<file path="config.mk">
export PLATFORM = sky130hd
export DESIGN_NAME = oversample_voter
export DESIGN_NICKNAME = d
export VERILOG_FILES = /design/src/rtl/oversample_voter.sv
export SDC_FILE = /design/constraint.sdc
export NUM_CORES = 1
export LEC_CHECK = 0
export BUFFER_PORTS_ARGS = -buffer_cell sky130_fd_sc_hd__buf_2
export CAP_MARGIN = 20
export CORE_MARGIN = 4
export CORE_UTILIZATION = 52
export CTS_BUF_LIST = sky130_fd_sc_hd__clkbuf_4 sky130_fd_sc_hd__clkbuf_8
export DETAILED_ROUTE_END_ITERATION = 7
export PLACE_DENSITY = 0.75
export REMOVE_ABC_BUFFERS = 1
export SYNTH_ARGS = -nofsm -noshare
export SYNTH_HDL_FRONTEND = slang
export SYNTH_SLANG_ARGS = --single-unit
</file>
<file path="constraint.sdc">
create_clock -name clk -period 2.8 [get_ports clk]
set_clock_uncertainty 0.2 [all_clocks]
set_input_delay 0.56 -clock clk [delete_from_list [all_inputs] [get_ports clk]]
set_output_delay 0.56 -clock clk [all_outputs]
set_load 0.005 [all_outputs]
</file>
<file path="src/rtl/oversample_voter.sv">
// oversample_voter
//   Majority voter for an oversampled serial line. Around the middle of each
//   bit period (edge_cnt == prescale/2) it captures NSAMP consecutive samples
//   of rx_in, then publishes the majority value with a one-cycle bit_valid
//   pulse. noise_err flags a decision whose samples were not unanimous.
//
// Ports
//   clk         rising-edge clock
//   rst         asynchronous, active-high reset
//   samp_en     sampling enable; low clears everything at the next edge
//   prescale    edges per bit (oversampling ratio)
//   edge_cnt    current edge index within the bit, 0..prescale-1
//   rx_in       synchronised serial input
//   sampled_bit majority-voted bit (held between decisions)
//   bit_valid   one-cycle pulse when sampled_bit is updated
//   noise_err   non-unanimous samples in the last decision
//   cfg_err     prescale is too small to hold the sample window
//   state_dbg   current FSM state, for observation only
//
// Handshake: there is no back-pressure. bit_valid is a single-cycle strobe;
// sampled_bit and noise_err are meaningful in the cycle bit_valid is high and
// simply hold their value afterwards.
module oversample_voter #(
  parameter int PRESCALE_W = 6,
  parameter int NSAMP      = 3
) (
  input  logic                  clk,
  input  logic                  rst,
  input  logic                  samp_en,
  input  logic [PRESCALE_W-1:0] prescale,
  input  logic [PRESCALE_W-1:0] edge_cnt,
  input  logic                  rx_in,
  output logic                  sampled_bit,
  output logic                  bit_valid,
  output logic                  noise_err,
  output logic                  cfg_err,
  output logic [1:0]            state_dbg
);

  localparam int KW = $clog2(NSAMP + 1);
  localparam int H  = (NSAMP - 1) / 2;
  // One spare bit so MID+H cannot wrap when compared against prescale.
  localparam int W1 = PRESCALE_W + 1;

  localparam logic [W1-1:0] H_P = W1'(H);
  localparam logic [KW-1:0] H_K = KW'(H);
  localparam logic [KW-1:0] N_K = KW'(NSAMP);

  typedef enum logic [1:0] {
    IDLE    = 2'd0,
    COLLECT = 2'd1,
    DECIDE  = 2'd2
  } state_t;

  state_t        state, state_n;
  logic [KW-1:0] k, k_n;
  logic [KW-1:0] ones, ones_n;
  logic          sampled_n, valid_n, noise_n, cfg_n;

  logic [W1-1:0] ps_x, ec_x, mid, win_start, win_cur;
  logic          cfg_cond;

  assign ps_x      = {1'b0, prescale};
  assign ec_x      = {1'b0, edge_cnt};
  assign mid       = ps_x >> 1;
  assign cfg_cond  = (mid < H_P) || ((mid + H_P) >= ps_x);
  // Only meaningful when cfg_cond is false (then mid >= H).
  assign win_start = mid - H_P;
  assign win_cur   = win_start + W1'(k);
  assign state_dbg = state;

  always_comb begin
    state_n   = state;
    k_n       = k;
    ones_n    = ones;
    sampled_n = sampled_bit;
    noise_n   = noise_err;
    valid_n   = 1'b0;
    cfg_n     = cfg_cond;

    if (!samp_en) begin
      state_n   = IDLE;
      k_n       = '0;
      ones_n    = '0;
      sampled_n = 1'b0;
      noise_n   = 1'b0;
      cfg_n     = 1'b0;
    end else begin
      case (state)
        IDLE: begin
          if (!cfg_cond && (ec_x == win_start)) begin
            ones_n  = KW'(rx_in);
            k_n     = KW'(1);
            state_n = (NSAMP == 1) ? DECIDE : COLLECT;
          end
        end
        COLLECT: begin
          if (cfg_cond) begin
            // prescale changed under us: the window no longer fits.
            state_n = IDLE;
            k_n     = '0;
            ones_n  = '0;
          end else if (ec_x == win_cur) begin
            ones_n = ones + KW'(rx_in);
            k_n    = k + KW'(1);
            if ((k + KW'(1)) == N_K) state_n = DECIDE;
          end else if ((ec_x == '0) || (ec_x > win_cur)) begin
            // Bit period wrapped or an edge was skipped: partial set is void.
            state_n = IDLE;
            k_n     = '0;
            ones_n  = '0;
          end
        end
        DECIDE: begin
          sampled_n = (ones > H_K);
          noise_n   = (ones != '0) && (ones != N_K);
          valid_n   = 1'b1;
          state_n   = IDLE;
          k_n       = '0;
          ones_n    = '0;
        end
        default: begin
          state_n = IDLE;
          k_n     = '0;
          ones_n  = '0;
        end
      endcase
    end
  end

  always_ff @(posedge clk or posedge rst) begin
    if (rst) begin
      state       <= IDLE;
      k           <= '0;
      ones        <= '0;
      sampled_bit <= 1'b0;
      bit_valid   <= 1'b0;
      noise_err   <= 1'b0;
      cfg_err     <= 1'b0;
    end else begin
      state       <= state_n;
      k           <= k_n;
      ones        <= ones_n;
      sampled_bit <= sampled_n;
      bit_valid   <= valid_n;
      noise_err   <= noise_n;
      cfg_err     <= cfg_n;
    end
  end

endmodule

</file>
=== Yosys cells after proc, flatten, opt, wreduce, memory -nomap -nowiden ===
Cells that the tools add are included.

* Add/sub/neg operators: 5
* $lt $le $gt $ge: 4
* Equality and inequality tests: 10
* Muxes and demuxes: 23
* Reductions and logical operators: 10

{| class="wikitable"
|+ Operators with widths
! operator !! number
|-
| 2-bit 2-to-1 mux || 13
|-
| 6-bit by 7-bit equality test with 1-bit output || 2
|-
| 2-bit one-hot mux with 2 select lines || 3
|-
| 5-bit inequality test, second input constant || 2
|-
| 6-bit by 3-bit adder with 7-bit output || 1
|-
| 6-bit by 7-bit greater-than comparator with 1-bit output || 1
|-
| 7-bit logical NOT || 1
|-
| 1-bit 2-to-1 mux || 7
|-
| 5-bit by 1-bit adder with 6-bit output, second input constant || 1
|-
| 6-bit >= comparator || 1
|-
| 5-bit by 1-bit subtractor with 6-bit output, second input constant || 1
|-
| 5-bit by 1-bit < comparator with 1-bit output, second input constant || 1
|-
| 2-bit equality test, second input constant || 2
|-
| 3-bit inequality test, second input constant || 1
|-
| 3-bit AND reduction || 1
|-
| 2-bit by 1-bit adder with 2-bit output || 1
|-
| 2-bit by 1-bit adder with 2-bit output, second input constant || 1
|-
| 2-bit by 1-bit equality test with 1-bit output, second input constant || 1
|-
| 2-bit by 1-bit greater-than comparator with 1-bit output, second input constant || 1
|-
| 1-bit logical AND || 2
|-
| 2-bit logical NOT || 1
|-
| 1-bit logical OR || 2
|-
| 2-bit by 1-bit inequality test with 1-bit output, second input constant || 1
|-
| 2-bit inequality test, second input constant || 1
|-
| 3 further kinds || 3
|}

* Bits in registers: 10
* Output and inout port bits: 6

=== Longest topological paths before layout ===
Gate-level depths: netlist of the first run.

* Depth after elaboration: 9
* Mapped depth: 15
* Gate-level depth less buffers: 15

=== Worst setup path before layout of the first run ===
Ideal clock, no wire load.

* Kind: input to register
* From: in prescale[1]
* To: reg ones[0]
* Library setup time: 0.128 ns
* Data arrival time: 3.188 ns
* Data required time: 2.472 ns
* Path slack: -0.715 ns
* Stages: 15
* Buffers on the path: 0
* Cell sequence: inv_1 > ha_1 > inv_1 > ha_1 > a21o_1 > a21boi_0 > a21oi_1 > xnor2_1 > ha_1 > nand3_1 > a211oi_1 > o21ai_0 > and3_1 > o2bb2ai_1 > mux2_1

* Cells in the longest elaborated chain, start to end: 7
* Elaborated cells on any way between the ends: 19
* Classes of those cells: add/sub: 3; order compare: 3; eq/ne: 4; mux: 4; reduce/logical: 5

{| class="wikitable"
|+ Ends and longest elaborated chain
! element !! line !! source
|-
| from (decl) || 30 || <nowiki>input logic [PRESCALE_W-1:0] prescale,</nowiki>
|-
| branches (longest 7 deep; another with 6-bit by 3-bit adder with 7-bit output) || - ||
|-
| to (signal assigned) || 143 || <nowiki>ones <= ones_n;</nowiki>
|-
| to (decl) || 57 || <nowiki>logic [KW-1:0] ones, ones_n;</nowiki>
|}

Parallel ways; which one is timed is not known.
A chain may end at the register's enable or synchronous reset.

=== Final worst setup path of the first run ===
Same ends and word-level chain as after synthesis.

==> flow_summary.rst, run 1 <==
.. list-table::
   :header-rows: 1

   * - Metric
     - Value
   * - Status
     - finished, violations left
   * - Failing checks
     - setup timing
   * - Die Width
     - 56.16 µm
   * - Parity-gate share of the synthesized area counting xor and xnor cells
     - 0.08506
   * - Class of the tightest hold or removal check
     - in -> async
   * - Total congestion overflow
     - 0
   * - Post-synth top flop
     - dfrtp_1
   * - IO buf count
     - 21
   * - Post-layout net count
     - 230
   * - Final setup violation count
     - 6
   * - Antenna-violating nets left
     - 0
   * - Standard cell core area
     - 2212 µm²
   * - Post-CTS Hold Fix Bufs
     - 0
   * - Worst Hold Slack
     - 0.04455 ns
   * - Setup repair after global routing missed its margin
     - yes
   * - Number of distinct library cells after synthesis
     - 45
   * - Maximum number of pins on one net before global-route repair
     - 11
   * - CTS Buffer Depth
     - 2
   * - Adder and majority cell fraction of the synthesized area
     - 0.1929
   * - Period utilization
     - 1.240
   * - Yosys reg bits
     - 10
   * - Clock root cell
     - clkbuf_4
   * - Area fraction in compound gates after synthesis
     - 0.2002
   * - Number of pins with negative max-slew slack in the final report
     - 0
   * - DR vias
     - 1,341
   * - Average routed wire per standard cell
     - 17.91 µm
   * - Crit. End Element
     - register
   * - Placement Rows
     - 17
   * - Global route hottest layer
     - met2
   * - Post-synthesis simple-gate area fraction
     - 0.2106
   * - Clock tree from TritonCTS
     - built
   * - Lkg Pwr
     - 0.8872 nW
   * - Number of non-filler instances in the completed layout
     - 223
   * - Timing startpoint of the critical path
     - prescale[1]
   * - Antenna diode count
     - 0
   * - Clock insertion delay at the later pin of the skew report
     - 0.28 ns
   * - Power Density
     - 299.0 nW/µm²
   * - Worst VDD drop
     - 0.3450 mV
   * - Register area share after synthesis
     - 0.2075
   * - Share of cells above drive strength 1
     - 0.4564
   * - Number of placed I/O pins
     - 22
   * - Required time of the critical path
     - 2.77 ns
   * - Avg Inst Size Synth
     - 8.740 µm²
   * - Via-to-Cell Ratio
     - 6.013
   * - Dominant combinational cell family by area after synthesis
     - simple AND/OR/NAND/NOR gates
   * - Asr flop ratio synth
     - 1.000
   * - Number of violations reported at the end of detailed-routing iteration 0
     - 76
   * - End of the worst register-to-register path
     - ones[0]
   * - Number of warnings reported in the yosys synthesis log
     - 0
   * - Clock buffer count from CTS
     - 3
   * - Global routing met2 resource utilization
     - 0.4040
   * - Area enclosed by the die boundary
     - 3154 µm²
   * - Remaining design rule violation count
     - 0
   * - Number of violations of the max-capacitance limit
     - 0
   * - GRT Total Usage
     - 0.2275
   * - Starting Density
     - 0.5452
   * - Yosys top cell area share
     - 0.2075
   * - GR met3 Demand/Resource
     - 0.03480
   * - Achievable Freq
     - 288.1 MHz
   * - Worst max-slew margin expressed relative to the limit
     - 0.7277
   * - Actual slew at the worst max-slew pin
     - 0.4065 ns
   * - Path depth of the worst reg2reg path
     - 13
   * - Final hold violation count
     - 0
   * - Crit Path Category
     - in -> reg
   * - Detailed-placement wirelength estimate
     - 2532 µm
   * - Via count of the first global-routing pass
     - 1,279
   * - Total clock sinks
     - 10
   * - Worst reg2reg path startpoint
     - k[0]
   * - Area of the mapped netlist
     - 1206 µm²
   * - Depth of the CTS H-tree
     - 1
   * - Number of cells after detailed placement
     - 211
   * - Initial antenna violation count
     - 0
   * - Worst-case setup margin in the final layout
     - -0.6711 ns
   * - Critical path launch point type
     - input port
   * - Final Critical Period
     - 3.471 ns
   * - Met1 global-route usage
     - 0.2799
   * - Worst-case register-to-register setup slack
     - -0.53 ns
   * - Number of enable flip-flop cells after synthesis
     - 0
   * - GPL Wtd Cong
     - 0.8394
   * - Setup tns final
     - -3.844 ns
   * - Top post-synthesis cells by area
     - dfrtp_1 (21%), ha_1 (18%), xnor2_1 (5.1%)
   * - Arrival time at the worst endpoint
     - 3.44 ns
   * - Critical path peak fanout
     - 3
   * - Clock-pin slew on the worst setup and hold paths
     - 0.08 ns
   * - Vertical die dimension
     - 56.16 µm
   * - Number of detailed-routing iterations run before antenna repair
     - 4
   * - Fill count
     - 142
   * - Synthesized instance count
     - 138
   * - DRT Wirelength
     - 3994 µm
   * - First-pass GRT wire length
     - 5747 µm
   * - Cell accounting for the most synthesized area
     - dfrtp_1
   * - Growth of design area from synthesis to finish
     - 47.30%
   * - Multiplexer share of the synthesized area
     - 0.02593
## sequential cells by signal, summed over array words and instances (netlist names)
name and count:
bit_valid 1, sampled_bit 1, cfg_err 1, state_dbg 2
k 2, noise_err 1, ones 2
## metrics by stage
| step | worst slack [ns] | total power [mW] | cell area [µm²] | util |
|---|---|---|---|---|
| 5_1_grt | -0.7036 | 0.5563 | 1777 | 0.8032 |
| 3_5_place_dp | -1.012 | 0.3328 | 1515 | 0.6850 |
| 6_report | -0.6711 | 0.5313 | 1777 | 0.8032 |
| 2_1_floorplan | -0.7152 | 0.2544 | 1172 | - |
| 4_1_cts | -0.3910 | 0.4921 | 1682 | 0.7602 |
| 3_3_place_gp | -0.9144 | 0.3270 | 1515 | 0.6850 |
## how the worst max path moves through the flow
stage / to / slack (ns) / cells after the start
3_3_place_gp: k[0] / -0.91 / 17
4_1_cts: ones[0] / -0.39 / 15
3_5_place_dp: k[0] / -1.01 / 17
5_1_grt: ones[1] / -0.70 / 17
2_1_floorplan: ones[0] / -0.72 / 15
6_report: ones[0] / -0.67 / 16
## cells by family after synthesis
logic type / after synthesis
xor gates and xnor gates: 10
and+or+nand+nor: 46
adders and majority gates: 18
muxes: 3
AOI/OAI and AO/OA: 32
DFF: 10
buffers and inverters: 19
## per-layer routing
layer	share of wire	wire length [µm]
met4	0.028	112
met2	0.50	1999
met5	0	0
met1	0.41	1631
met3	0.063	251
## cells in the mapped netlist (all sizes together) (3+ instances only)
master   n
nor2    10
nor2b    5
o21ai    7
a21o     3
dfrtp   10
buf      3
a21oi    4
ha      17
xnor2    7
nand3    5
nand2b   3
nand2    6
nor3     5
inv     16
## critical path, stage by stage
cell and delay, ns:
buf_8 0.08, inv_6 0.03, ha_4 0.27, inv_4 0.05, fa_2 0.38, mux2i_1 0.14
a32oi_1 0.25, xnor2_1 0.13, ha_1 0.36, nand3_2 0.12, buf_4 0.16, a211oi_2 0.17
o21ai_1 0.10, and3_4 0.19, o2bb2ai_4 0.13, mux2_4 0.31
## what timing repair did
item / in CTS / in global routing
setup endpoints to repair: 6 / 6
gates resized for setup: 25 / 17
pin swaps: 19 / 18
buffers inserted: 5 / 3
## final cells by class
type / instances / area, µm² / share of cell area
sequential: 10 / 250.2 / 0.1408
tap: 28 / 35.03 / 0.01972
clock buffer: 4 / 36.28 / 0.02042
timing repair buffer: 56 / 399.1 / 0.2246
inverter: 16 / 70.07 / 0.03944
multi-input combinational: 109 / 985.9 / 0.5549
## cells in the final DEF (no fill, tap or decap), types with 2 or more instances in the layout
cell type | netlist | routed
a21o_1 | 2 | 2
a21oi_2 | 0 | 3
buf_2 | 0 | 19
buf_4 | 0 | 32
buf_6 | 3 | 3
buf_8 | 0 | 2
clkbuf_4 | 0 | 3
dfrtp_1 | 10 | 10
ha_1 | 17 | 14
ha_4 | 0 | 3
inv_1 | 15 | 12
inv_4 | 0 | 2
mux2i_1 | 2 | 2
nand2_1 | 6 | 6
nand2b_1 | 3 | 3
nand3_1 | 5 | 3
nand3_2 | 0 | 2
nand3b_1 | 2 | 2
nor2_1 | 10 | 8
nor2b_1 | 5 | 5
nor3_1 | 5 | 5
o2111ai_1 | 2 | 2
o211ai_1 | 2 | 2
o21ai_1 | 0 | 4
o21ai_2 | 1 | 2
xnor2_1 | 7 | 7
xor2_1 | 2 | 2
## where the power goes
part           leakage (nW)  switching (mW)  internal [mW]
clock                0.0210          0.0622         0.0791
combinational         0.730           0.122          0.116
sequential            0.137         0.00307          0.148
Power figures use the tool's default switching activity.
==> run 2, diff against run 1 <==
BUFFER_PORTS_ARGS = -buffer_cell sky130_fd_sc_hd__buf_4   (was -buffer_cell sky130_fd_sc_hd__buf_2)
CORE_UTILIZATION = 58   (was 52)
PLACE_DENSITY = 0.8   (was 0.75)
clock period = 3.6 ns   (was 2.8 ns; I/O delays follow)
==> run 2 against run 1 <==
  * The flow now finishes without violations
  * Sequential share of layout area is 2.4 points higher
  * Sequential power is 22% lower
  * Register-to-register slack better by 0.96 ns
  * Via count is 15% lower
  * Cell area is 15% lower
  * Die area is 8.9% lower
  * Total power is 32% lower
  * Final cell count is 11% lower
  * Critical path depth is 1 lower
  * Routed wire length is 29% lower
  * Combinational power is 41% lower
==> flow_summary.rst, run 2 (synthesis gave the netlist of run 1 again) <==
.. list-table::
   :header-rows: 1

   * - Metric
     - Value
   * - First-pass GRT wire length
     - 4381 µm (-24%)
   * - Antenna-violating nets left
     - 0 (unchanged)
   * - Final core utilization
     - 0.7730 (-0.03021)
   * - Area enclosed by the die boundary
     - 2873 µm² (-8.9%)
   * - Cell Chain, Critical Path
     - buf_4 -> inv_1 -> ha_1 -> inv_2 -> ha_1 -> a21o_1 -> a21boi_2 -> a21oi_2 -> xnor2_1 -> ha_1 -> a41o_1 -> o21ai_0 -> and3_1 -> o2bb2ai_2 -> mux2_1
   * - Remaining design rule violation count
     - 0 (unchanged)
   * - Detailed-placement wirelength estimate
     - 2211 µm (-13%)
   * - IO buf count
     - 21 (unchanged)
   * - Final hold violation count
     - 0 (unchanged)
   * - Required time of the critical path
     - 3.56 ns (+0.79 ns)
   * - Fill count
     - 150 (+5.6%)
   * - Share of cells above drive strength 1
     - 0.3041 (-0.1523)
   * - CTS Buffer Depth
     - 2 (unchanged)
   * - Number of pins with negative max-slew slack in the final report
     - 0 (unchanged)
   * - Class of the tightest hold or removal check
     - in -> async
   * - GPL Wtd Cong
     - 0.8833 (+5.2%)
   * - Clock insertion delay at the later pin of the skew report
     - 0.27 ns (about the same)
   * - Clock root cell
     - clkbuf_4
   * - Maximum single-stage delay on the critical path
     - 0.33 ns (-0.05 ns)
   * - Vertical die dimension
     - 53.60 µm (-4.6%)
   * - Clock tree from TritonCTS
     - built
   * - Lkg Pwr
     - 0.7648 nW (-14%)
   * - Commonest cells after routing, fill and taps aside
     - buf_4 (32), ha_1 (17), inv_1 (14)
   * - Status
     - completed
   * - Achievable Freq
     - 286.4 MHz
   * - Via count of the first global-routing pass
     - 1,042 (-19%)
   * - Worst max-slew margin expressed relative to the limit
     - 0.7378 (+0.01005)
   * - Clock buffer count from CTS
     - 3 (unchanged)
   * - Standard cell core area
     - 1962 µm² (-11%)
   * - Worst Hold Slack
     - 0.2275 ns (+0.1830 ns)
   * - Arrival time at the worst endpoint
     - 3.45 ns (about the same)
   * - Maximum number of pins on one net before global-route repair
     - 11 (unchanged)
   * - Power Density
     - 237.3 nW/µm² (-21%)
   * - Worst VDD drop
     - 0.2741 mV (-21%)
   * - Final Critical Period
     - 3.492 ns
   * - Number of violations of the max-capacitance limit
     - 0 (unchanged)
   * - Antenna diode count
     - 0 (unchanged)
   * - Via-to-Cell Ratio
     - 5.758 (-4.3%)
   * - Die Width
     - 53.60 µm (-4.6%)
   * - Post-CTS Hold Fix Bufs
     - 0 (unchanged)
   * - Growth of design area from synthesis to finish
     - 25.73%
   * - Depth of the CTS H-tree
     - 1 (unchanged)
   * - DR vias
     - 1,140 (-15%)
   * - Cell seen most often among critical-path stages
     - ha_1
   * - Average routed wire per standard cell
     - 14.38 µm (-20%)
   * - Total clock sinks
     - 10 (unchanged)
   * - Number of detailed-routing iterations run before antenna repair
     - 4 (unchanged)
   * - Post-layout net count
     - 206 (-10%)
   * - Critical path peak fanout
     - 3 (unchanged)
   * - Actual slew at the worst max-slew pin
     - 0.3929 ns (-0.01361 ns)
   * - Initial antenna violation count
     - 0 (unchanged)
   * - Final setup violation count
     - 0 (-6)
   * - Worst-path cell with the longest stage delay
     - mux2_1
   * - Clock-pin slew on the worst setup and hold paths
     - 0.07 ns (about the same)
   * - Critical path launch point type
     - input port
   * - Crit. End Element
     - register
   * - Crit Path Category
     - in -> reg
   * - Period utilization
     - 0.9700
   * - Total congestion overflow
     - 0 (unchanged)
   * - Most common cell after layout, fill and taps aside
     - buf_4
   * - Number of violations reported at the end of detailed-routing iteration 0
     - 22 (-71%)
   * - DRT Wirelength
     - 2847 µm (-29%)
   * - Placement Rows
     - 16 (-1)
   * - Post-layout power
     - 0.3598 mW (-32%)
   * - GRT Total Usage
     - 0.2042 (-0.02334)
   * - Number of placed I/O pins
     - 22 (unchanged)
   * - Starting Density
     - 0.6148 (+0.06955)
run 2: repair_timing:
action	in CTS	in global routing
pin swaps	0	6
endpoints found under the setup margin	4	5
resized for setup	3	8
setup buffers	0	1
run 2: per-stage QoR:
stage          worst slack [ns]  setup TNS [ns]  std cells  area, µm²
3_3_place_gp            -0.2522          -1.194        193       1439
3_5_place_dp            -0.3468          -1.644        193       1439
2_1_floorplan          -0.07517        -0.08348        135       1172
4_1_cts                 0.03284               0        197       1481
6_report                 0.1079               0        198       1516
5_1_grt               -0.004653       -0.004653        198       1516
run 2: final timing paths:
path                                   from      endpoint  slack (ns)  cells past startpoint
worst max-delay path            prescale[1]       ones[0]        0.11                     15
worst min-delay path                    rst  state_dbg[0]        0.23                      2
worst max register to register         k[0]       ones[0]        0.43                     12
worst min register to register      ones[1]       ones[1]        0.32                      1
max in group asynchronous               rst     noise_err        2.69                      2
min in group clk                    ones[1]       ones[1]        0.32                      1
run 2: critical path, delay by kind of cell:
| family | cells | cell delay, ns |
|---|---|---|
| buffers and inverters | 3 | 0.18 |
| adder cells (fa/ha/maj) | 3 | 0.90 |
| AO/OA/AOI/OAI | 6 | 0.96 |
| XOR/XNOR | 1 | 0.12 |
| AND/OR/NAND/NOR | 1 | 0.24 |
| multiplexers | 1 | 0.33 |
run 2: cell type report:
class                   count  area [µm²]  share of cell area
well taps                  27       33.78             0.02228
inverters                  16       60.06             0.03960
clock buffers               4       36.28             0.02393
multi-input cells         109       895.9              0.5908
repair buffers             32       240.2              0.1584
flip-flops and latches     10       250.2              0.1650
run 2: metal layers:
| metal | wire, µm | vias up | share of wire | track usage |
|---|---|---|---|---|
| met5 | 0 | - | 0 | 0 |
| met4 | 23 | 0 | 0.0081 | 0.02979 |
| met3 | 176 | 4 | 0.062 | 0.04432 |
| met2 | 1395 | 43 | 0.49 | 0.3429 |
| met1 | 1251 | 533 | 0.44 | 0.2735 |
| li1 | - | 560 | - | - |
run 2: power by group:
part / switching [mW] / internal, mW
clock: 0.0407 / 0.0615
combinational: 0.0737 / 0.0662
sequential: 0.00248 / 0.115
total: 0.117 / 0.243
==> run 3, diff against run 2 <==
clock period = 3.58 ns   (was 3.6 ns; I/O delays follow)
==> run 3 against run 2 <==
  * Final cell count up 0.51%
  * Register-to-register slack got worse by 0.02 ns
  * Clock-buffer cell count stayed put
  * Cell area grew 2.7%
  * Total power is 2.3% higher
  * Critical path depth grew 1
  * Hold slack worse by 0.0065 ns
  * Global-route usage is the same
  * Via count decreased by 0.88%
  * Utilization up 2.1 points
  * Die area did not move
  * Critical path type unchanged
  * Largest power group unchanged
==> flow_summary.rst, run 3 (synthesis gave the netlist of run 1 again) <==
.. list-table::
   :header-rows: 1

   * - Metric
     - Value
   * - Status
     - completed
   * - Arrival time at the worst endpoint
     - 3.45 ns (about the same)
   * - Worst Hold Slack
     - 0.2211 ns (-0.006479 ns)
   * - Crit Path Category
     - in -> reg
   * - CTS Buffer Depth
     - 2 (unchanged)
   * - Detailed-placement wirelength estimate
     - 2211 µm (unchanged)
   * - Achievable Freq
     - 291.4 MHz
   * - DRT Wirelength
     - 2803 µm (-1.5%)
   * - Cell Chain, Critical Path
     - buf_4 -> inv_2 -> ha_4 -> inv_2 -> ha_1 -> a21o_1 -> a21boi_2 -> a21oi_2 -> xnor2_1 -> ha_1 -> nand3_2 -> nor2_2 -> nand3_2 -> or4_4 -> o21ai_2 -> mux2_4
   * - Period utilization
     - 0.9587
   * - Class of the tightest hold or removal check
     - in -> async
   * - Lkg Pwr
     - 0.7706 nW (+0.75%)
   * - Commonest cells after routing, fill and taps aside
     - buf_4 (33), ha_1 (15), inv_1 (12)
   * - Via-to-Cell Ratio
     - 5.678 (-1.4%)
   * - Multi-input gate area
     - 929.6 µm² (+3.8%)
   * - Setup tns final
     - 0 ns (unchanged)
   * - Net switching power
     - 0.1195 mW (+2.3%)
   * - Most common cell after layout, fill and taps aside
     - buf_4
   * - GPL Wtd Cong
     - 0.8834 (about the same)
   * - Clock-pin slew on the worst setup and hold paths
     - 0.07 ns (about the same)
   * - Via count of the first global-routing pass
     - 1,042 (unchanged)
   * - Die Width
     - 53.60 µm (unchanged)
   * - Maximum number of pins on one net before global-route repair
     - 11 (unchanged)
   * - Number of placed I/O pins
     - 22 (unchanged)
   * - Sequential share of power
     - 0.323 (-0.004)
   * - Number of violations of the max-capacitance limit
     - 0 (unchanged)
   * - Worst max-slew margin expressed relative to the limit
     - 0.7406 (+0.002802)
   * - Antenna-violating nets left
     - 0 (unchanged)
   * - Remaining design rule violation count
     - 0 (unchanged)
   * - Number of violations reported at the end of detailed-routing iteration 0
     - 17 (-23%)
   * - Cell internal power dissipation
     - 0.2486 mW (+2.3%)
   * - Number of cells after detailed placement
     - 193 (unchanged)
   * - Vertical die dimension
     - 53.60 µm (unchanged)
   * - Post-layout net count
     - 207 (+0.49%)
   * - DR vias
     - 1,130 (-0.88%)
   * - Area used by sequential logic in the layout
     - 250.2 µm² (unchanged)
   * - Number of detailed-routing iterations run before antenna repair
     - 4 (unchanged)
   * - Total congestion overflow
     - 0 (unchanged)
   * - Kind of cell adding the most delay to the critical path
     - adder cells
   * - Starting Density
     - 0.6148 (unchanged)
   * - Critical path peak fanout
     - 5 (+2)
   * - Fill count
     - 139 (-7.3%)
   * - Maximum single-stage delay on the critical path
     - 0.52 ns (+0.19 ns)
   * - Initial antenna violation count
     - 0 (unchanged)
   * - Final Critical Period
     - 3.432 ns
   * - Antenna diode count
     - 0 (unchanged)
   * - Placement Rows
     - 16 (unchanged)
   * - Share of cells above drive strength 1
     - 0.3430 (+0.03893)
   * - First-pass GRT wire length
     - 4381 µm (unchanged)
   * - Worst-path cell with the longest stage delay
     - or4_4
   * - Standard cell core area
     - 1962 µm² (unchanged)
   * - Post-layout power
     - 0.3682 mW (+2.3%)
   * - Setup repair after global routing missed its margin
     - no
   * - Power share of the combinational group
     - 0.397 (+0.008)
   * - Crit. End Element
     - register
   * - Post-CTS Hold Fix Bufs
     - 0 (unchanged)
   * - Final setup violation count
     - 0 (unchanged)
   * - Depth of the CTS H-tree
     - 1 (unchanged)
   * - Final core utilization
     - 0.7940 (+0.02105)
   * - Growth of design area from synthesis to finish
     - 29.15%
   * - Total clock sinks
     - 10 (unchanged)
   * - Switching share of power
     - 0.3247 (about the same)
   * - Final hold violation count
     - 0 (unchanged)
   * - Clock buffer count from CTS
     - 3 (unchanged)
   * - Area enclosed by the die boundary
     - 2873 µm² (unchanged)
   * - Clock insertion delay at the later pin of the skew report
     - 0.27 ns (about the same)
   * - Number of non-filler instances in the completed layout
     - 199 (+0.51%)
   * - Critical path launch point type
     - input port
   * - GRT Total Usage
     - 0.2042 (unchanged)
   * - Clock tree from TritonCTS
     - built
   * - Number of pins with negative max-slew slack in the final report
     - 0 (unchanged)
   * - Crit path buf inv count
     - 3 (unchanged)
   * - Power Density
     - 236.3 nW/µm² (-0.39%)
   * - Required time of the critical path
     - 3.60 ns (+0.04 ns)
   * - Average routed wire per standard cell
     - 14.09 µm (-2.0%)
   * - IO buf count
     - 21 (unchanged)
   * - Actual slew at the worst max-slew pin
     - 0.3887 ns (-0.004197 ns)
   * - Clk pwr share
     - 0.279 (-0.005)
   * - Clock root cell
     - clkbuf_4
   * - Worst VDD drop
     - 0.2782 mV (+1.5%)
-- run 3: changes by cell type in the layout (fill, tap and decap cells not counted), sizes merged --
cell  delta
buf      +1
-- run 3: path summary, 6_finish.rpt --
| check | startpoint | endpoint | slack [ns] | cells past startpoint |
|---|---|---|---|---|
| setup / recovery | prescale[1] | ones[0] | 0.15 | 16 |
| hold / removal | rst | state_dbg[0] | 0.22 | 2 |
| setup reg to reg | k[0] | ones[0] | 0.41 | 12 |
| hold reg to reg | ones[1] | ones[1] | 0.32 | 1 |
| max in group asynchronous | rst | noise_err | 2.68 | 2 |
| min in group clk | ones[1] | ones[1] | 0.32 | 1 |
-- run 3: worst register-to-register path: cells and delay by family, from the launching register on --
family / cells / cell delay, ns
fa+ha+maj: 3 / 0.90
mux: 2 / 0.28
xor+xnor: 1 / 0.11
simple gates: 4 / 0.84
compound gates: 2 / 0.35
flops: 1 / 0.43
-- run 3: cell type report --
| type | count | share of cell area |
|---|---|---|
| multi-input cells | 109 | 0.5968 |
| flip-flops and latches | 10 | 0.1606 |
| repair buffers | 33 | 0.1590 |
| inverters | 16 | 0.03855 |
| clock buffers | 4 | 0.02329 |
| well taps | 27 | 0.02169 |
-- run 3: repair_timing --
item,CTS,global route
endpoints found under the setup margin,4,6
pin swaps,0,14
buffers inserted,0,2
gates resized for setup,3,15
-- run 3: per-stage QoR --
stage | setup slack [ns] | instance area, µm²
2_1_floorplan | -0.09117 | 1172
3_3_place_gp | -0.2682 | 1439
3_5_place_dp | -0.3628 | 1439
4_1_cts | 0.01684 | 1481
5_1_grt | 0.008339 | 1558
6_report | 0.1479 | 1558
-- run 3: power by group through the flow --
stage,clock network [mW],logic [mW],registers (mW)
after floorplan,0,0.0790,0.120
after global placement,0,0.125,0.120
after detailed placement,0,0.131,0.121
after CTS,0.105,0.132,0.118
after global routing,0.109,0.162,0.119
final,0.103,0.146,0.119
-- run 3: routing by layer --
layer | up-vias | track usage | wire [µm]
li1 | 562 | - | -
met1 | 536 | 0.2735 | 1307
met2 | 30 | 0.3429 | 1334
met3 | 2 | 0.04432 | 142
met4 | 0 | 0.02979 | 19
met5 | - | 0 | 0
